### config.mk
export PLATFORM = sky130hd
export DESIGN_NAME = keypad_scanner
export DESIGN_NICKNAME = d
export VERILOG_FILES = /design/src/rtl/keypad_scanner.sv
export SDC_FILE = /design/constraint.sdc
export NUM_CORES = 1
export LEC_CHECK = 0
export BUFFER_PORTS_ARGS = -buffer_cell sky130_fd_sc_hd__buf_2
export CAP_MARGIN = 5
export CORE_MARGIN = 1
export CORE_UTILIZATION = 30
export DETAILED_ROUTE_END_ITERATION = 12
export SYNTH_ARGS = -nofsm -noshare
export SYNTH_HDL_FRONTEND = slang
export SYNTH_SLANG_ARGS = --single-unit
export TNS_END_PERCENT = 5
### constraint.sdc
create_clock -name clk -period 2.3 [get_ports clk]
set_clock_uncertainty 0.15 [all_clocks]
set_input_delay 0.69 -clock clk [delete_from_list [all_inputs] [get_ports clk]]
set_output_delay 0.69 -clock clk [all_outputs]
set_load 0.05 [all_outputs]
### src/rtl/keypad_scanner.sv
// 4x4 hex keypad scanner: walks an active-low row strobe, debounces column samples on
// scan ticks and emits one key event per physical press, keeping the last two keys.
`timescale 1ns/1ps
module keypad_scanner #(
  parameter int SCAN_DIV       = 25000,
  parameter int DEBOUNCE_TICKS = 4
) (
  input  logic       clk,
  input  logic       reset,
  input  logic [3:0] cols_in,
  output logic [3:0] rows_out,
  output logic [3:0] key_code,
  output logic       key_valid,
  output logic       key_held,
  output logic [7:0] value
);

  localparam int DIV_W = $clog2(SCAN_DIV);
  localparam int CNT_W = (DEBOUNCE_TICKS > 1) ? $clog2(DEBOUNCE_TICKS) : 1;
  localparam logic [DIV_W-1:0] DIV_LAST = DIV_W'(SCAN_DIV - 1);
  localparam logic [CNT_W-1:0] CNT_LAST = CNT_W'(DEBOUNCE_TICKS - 1);

  typedef enum logic [1:0] {SCAN, DEBOUNCE, HELD, RELEASE} state_t;

  state_t           state_q, state_d;
  logic [3:0]       cols_s1_q, cols_s2_q;
  logic [DIV_W-1:0] div_q;
  logic [1:0]       row_q, row_d;
  logic [CNT_W-1:0] cnt_q, cnt_d;
  logic [3:0]       pat_q, pat_d;
  logic [3:0]       code_q, code_d;
  logic [3:0]       key_code_q, key_code_d;
  logic [7:0]       value_q, value_d;
  logic             valid_q, valid_d;
  logic             tick;
  logic             any_low;

  // Lowest-index low column wins when several are pressed together.
  function automatic logic [1:0] low_col(input logic [3:0] cols);
    logic [1:0] idx;
    idx = 2'd0;
    for (int c = 3; c >= 0; c--) begin
      if (!cols[c]) idx = 2'(c);
    end
    return idx;
  endfunction

  function automatic logic [3:0] key_map(input logic [1:0] row, input logic [1:0] col);
    logic [3:0] code;
    case ({row, col})
      4'b00_00: code = 4'h1;
      4'b00_01: code = 4'h2;
      4'b00_10: code = 4'h3;
      4'b00_11: code = 4'hA;
      4'b01_00: code = 4'h4;
      4'b01_01: code = 4'h5;
      4'b01_10: code = 4'h6;
      4'b01_11: code = 4'hB;
      4'b10_00: code = 4'h7;
      4'b10_01: code = 4'h8;
      4'b10_10: code = 4'h9;
      4'b10_11: code = 4'hC;
      4'b11_00: code = 4'h0;
      4'b11_01: code = 4'hF;
      4'b11_10: code = 4'hE;
      default:  code = 4'hD;
    endcase
    return code;
  endfunction

  assign tick    = (div_q == DIV_LAST);
  assign any_low = ~&cols_s2_q;

  always_comb begin
    state_d    = state_q;
    row_d      = row_q;
    cnt_d      = cnt_q;
    pat_d      = pat_q;
    code_d     = code_q;
    key_code_d = key_code_q;
    value_d    = value_q;
    valid_d    = 1'b0;
    if (tick) begin
      case (state_q)
        SCAN: begin
          if (any_low) begin
            pat_d   = cols_s2_q;
            code_d  = key_map(row_q, low_col(cols_s2_q));
            cnt_d   = '0;
            state_d = DEBOUNCE;
          end else begin
            row_d = row_q + 2'd1;
          end
        end
        DEBOUNCE: begin
          if (cols_s2_q == pat_q) begin
            if (cnt_q == CNT_LAST) begin
              key_code_d = code_q;
              value_d    = {value_q[3:0], code_q};
              valid_d    = 1'b1;
              state_d    = HELD;
            end else begin
              cnt_d = cnt_q + CNT_W'(1);
            end
          end else begin
            row_d   = row_q + 2'd1;
            state_d = SCAN;
          end
        end
        HELD: begin
          if (!any_low) begin
            cnt_d   = '0;
            state_d = RELEASE;
          end
        end
        default: begin
          // A column dropping low again is bounce on the same key, never a new event.
          if (any_low) begin
            cnt_d   = '0;
            state_d = HELD;
          end else if (cnt_q == CNT_LAST) begin
            row_d   = row_q + 2'd1;
            state_d = SCAN;
          end else begin
            cnt_d = cnt_q + CNT_W'(1);
          end
        end
      endcase
    end
  end

  always_ff @(posedge clk or posedge reset) begin
    if (reset) begin
      state_q    <= SCAN;
      cols_s1_q  <= 4'hF;
      cols_s2_q  <= 4'hF;
      div_q      <= '0;
      row_q      <= 2'd0;
      cnt_q      <= '0;
      key_code_q <= 4'h0;
      value_q    <= 8'h00;
      valid_q    <= 1'b0;
    end else begin
      state_q    <= state_d;
      cols_s1_q  <= cols_in;
      cols_s2_q  <= cols_s1_q;
      div_q      <= tick ? '0 : div_q + DIV_W'(1);
      row_q      <= row_d;
      cnt_q      <= cnt_d;
      key_code_q <= key_code_d;
      value_q    <= value_d;
      valid_q    <= valid_d;
    end
  end

  // Candidate pattern/code are only read after being written in SCAN.
  always_ff @(posedge clk) begin
    pat_q  <= pat_d;
    code_q <= code_d;
  end

  assign rows_out  = ~(4'b0001 << row_q);
  assign key_code  = key_code_q;
  assign key_valid = valid_q;
  assign key_held  = (state_q == HELD) || (state_q == RELEASE);
  assign value     = value_q;

endmodule
==> metrics.md <==
| Metric | Value |
|---|---|
| Vias in the first global route | 1342 |
| Final Max Slew Viols | 0 |
| Die Y | 87.4 µm |
| Final setup vio count | 0 |
| CP bufs+invs | 1 |
| Internal power | 1.07 mW |
| CTS Root Buffer Type | clkbuf_8 |
| Final net count | 236 |
| Synth area leaders | dfrtp_1 34%, edfxtp_1 11%, dfstp_2 9.6% |
| Crit Reg-Reg Startpoint | div_q[12]$_DFF_PP0_ |
| FP Rows | 30 |
| R2r worst-path depth | 5 |
| NetSw | 0.305 mW |
| Largest delay share family, worst path | simple AND/OR/NAND/NOR gates |
| Seq pwr share | 61.7% |
| Worst setup EP type | flip-flop |
| Detail Route Antenna Nets | 0 |
| Worst EP required | 2330 ps |
| Post-synth top area share | 34.3% |
| Minimum clock period after layout | 2240 ps |
| DP HPWL | 2.60 mm |
| Cell at the slowest stage of the critical path | or4b_4 |
| Largest net degree at the start of global routing | 39 |
| First-pass GRT wire length | 6.10 mm |
| Post-synthesis mux area share | 7.03% |
| Htree depth | 2 |
| Synth Area in Compound Gates | 5.54% |
| GRT Util Overall | 10.7% |
| Initial antenna violation count | 0 |
| Clock power share | 35.5% |
| Inserted Clock Buffers | 5 |
| Post-Synth Simple-Gate Area | 15.1% |
| Least-Margin Pin Slew | 461 ps |
| Predominant post-synthesis flop cell | dfrtp_1 |
| CP Class | reg2reg |
| Worst Path Arrival | 2270 ps |
| Clock Path Buffers | 2 |
| Most common cell after layout, fill and taps aside | dfrtp_1 |
| Clk pin slew, worst setup/hold paths | 90 ps |
| Synthesis Warnings | 0 |
| Final WL | 3.70 mm |
| Via Count | 1421 |
| Startpoint Class | flip-flop |
| Wire length per cell | 11.7 µm |
| Cell taking the most area after synthesis | dfrtp_1 |
| Core Area | 6910 µm² |
| Synth Area in XOR/XNOR | 7.20% |
| Yosys reg bits | 46 |
| Syn Nets | 198 |
| Hold Slack | 208 ps |
| IO Pins | 24 |
| R2r endpoint | row_q[1]$_DFFE_PP0P_ |
| Place WS | -5.11 ps |
| Main combinational cell family by area after synthesis | simple AND/OR/NAND/NOR gates |
| Avg Cell Area, Syn | 12.1 µm² |
| FF-to-FF setup slack | 60 ps |
| DRT iter0 DRCs | 57 |
| Final GP Congestion | 0.759 |
| Hold Violations, Final | 0 |
| CTS sink count | 46 |
| Buffers on Ports | 23 |
| Final WS setup | 64.0 ps |
| Most frequent cells in the layout | 27 x dfrtp_1, 20 x buf_2, 13 x inv_1, 13 x nor2_1 |
| Die area | 7640 µm² |
| Netlist cell types | 39 |
| Mapped Cells | 181 |
| Mapped Area | 2190 µm² |
| Max FO, Critical Path | 8 |
| Placed Cells | 303 |
| Die width | 87.4 µm |
| Total power density per cell area | 520 nW/µm² |
| Sequential fraction of the synthesis area | 54.9% |
| Net Sw Frac | 22.2% |
| Crit share post-route | 97.2% |
| Max cap viols | 0 |
| Hold depth | 0 |
| Worst hold start | cols_s1_q[1]$_DFF_PP1_ |
| RSZ-0062 raised after global routing | yes |
| DR DRC count | 0 |
| Leak Pwr | 1.23 nW |
| Normalized max-slew margin | 69.0% |
| Status | finished clean |
| Share of synthesized registers carrying an async set or reset | 82.6% |
| CTS tree | built |
| Via density | 4.50 |
| Cell breakdown of the critical path | or4b_4 > nor4_4 > buf_6 > nor3b_4 > mux2_1 |
| Post-synth EDFFs | 8 |
| Post-route insts no fill | 316 |
| Initial DRT Pass Iterations | 4 |
| CP max stage delay | 550 ps |
| Synth-to-layout area growth | 20.5% |
| Starting Density | 31.7% |
| Fmax achieved | 447 MHz |
| Post-Synth Adder-Cell Area | 6.29% |
| Hold worst-path end | cols_s2_q[1]$_DFF_PP1_ |
| Worst vdd rail ir drop | 0.000237 V |
| Share of cells above drive strength 1 | 33.6% |
| Global route overflow | 0 |
| Worst Hold Class | reg2reg |
| ANT cells | 0 |
| Clock Latency Late Sink | 300 ps |
| Comb pwr share | 2.8% |
==> cells in the mapped netlist (all sizes together) (2+ instances only) <==
cell type / instances
a21oi: 8
nor3b: 3
mux2i: 3
dfstp: 8
nor3: 2
nor2: 13
o221ai: 2
dfrtp: 30
edfxtp: 8
nand2: 12
inv: 14
nor2b: 2
xnor2: 10
buf: 5
and3: 5
nand4: 5
o21ai: 2
ha: 11
or4b: 2
mux2: 11
xor2: 8
nand3: 5
==> cell families after synthesis <==
family / count (synthesis)
xor+xnor: 18
simple gates: 55
buf+inv: 19
flops: 46
mux: 14
fa+ha+maj: 11
compound gates: 18
==> repair_timing <==
| action | in CTS | in global routing |
|---|---|---|
| buffers inserted | 1 | 4 |
| gates resized for setup | 7 | 11 |
| hold endpoints to repair | 0 | 0 |
| pin swaps | 0 | 1 |
| endpoints found under the setup margin | 5 | 11 |
| hold buffers | 0 | 0 |
==> worst max-delay path by stage <==
| stage | startpoint | to | slack, ps | cells past startpoint |
|---|---|---|---|---|
| after floorplan | div_q[3]$_DFF_PP0_ | code_q[0]$_DFFE_PP_ | 30 | 4 |
| after global placement | div_q[12]$_DFF_PP0_ | row_q[1]$_DFFE_PP0P_ | 60 | 5 |
| after detailed placement | div_q[12]$_DFF_PP0_ | cnt_q[0]$_DFFE_PP0P_ | -5 | 5 |
| after CTS | row_q[1]$_DFFE_PP0P_ | rows_out[0] | 6 | 4 |
| after global routing | div_q[12]$_DFF_PP0_ | cnt_q[1]$_DFFE_PP0P_ | -10 | 7 |
| final | div_q[12]$_DFF_PP0_ | row_q[1]$_DFFE_PP0P_ | 60 | 5 |
==> worst register-to-register path: stages, from the launching register on <==
cell and delay [ps]:
dfrtp_1 390, or4b_4 550, nor4_4 300, buf_6 180, nor3b_4 210, mux2_1 330
==> registers in the layout, summed over array words and instances, names as in the netlist <==
register   flops
div_q         15
value          5
code_q         4
cols_s1_q      4
cols_s2_q      4
pat_q          4
key_code       3
cnt_q          2
row_q          2
state_q        2
key_valid      1
==> power by group through the flow <==
stage	Combinational [mW]	Clock, mW	Sequential (mW)
detailed placement	0.0398	0	0.863
floorplan	0.0267	0	0.861
global placement	0.0386	0	0.863
CTS	0.0401	0.514	0.847
global route	0.0451	0.547	0.848
finish	0.0385	0.488	0.847
==> stage by stage <==
| stage | setup TNS [ps] | power, mW | utilization [%] | cell area (µm²) |
|---|---|---|---|---|
| global route | -55.2 | 1.44 | 38.2 | 2640 |
| floorplan | 0 | 0.888 | - | 2190 |
| detailed placement | -5.11 | 0.903 | 35.5 | 2450 |
| global placement | 0 | 0.901 | 35.5 | 2450 |
| CTS | 0 | 1.40 | 37.2 | 2570 |
| finish | 0 | 1.37 | 38.2 | 2640 |
==> routing by layer <==
metal	global-route usage [%]	wire, µm
met1	13.0	1760
met2	17.1	1780
met3	3.41	120
met4	4.92	44
met5	0	0
==> cell type report <==
| cell class | instances | area, µm² |
|---|---|---|
| sequential | 46 | 1200 |
| multi-input combinational | 116 | 942 |
| clock buffer | 5 | 68.8 |
| timing repair buffer | 36 | 231 |
| fill | 695 | 4270 |
| inverter | 14 | 52.6 |
| clock inverter | 3 | 18.8 |
| tap | 96 | 120 |
(Power assumes the default switching activity.)
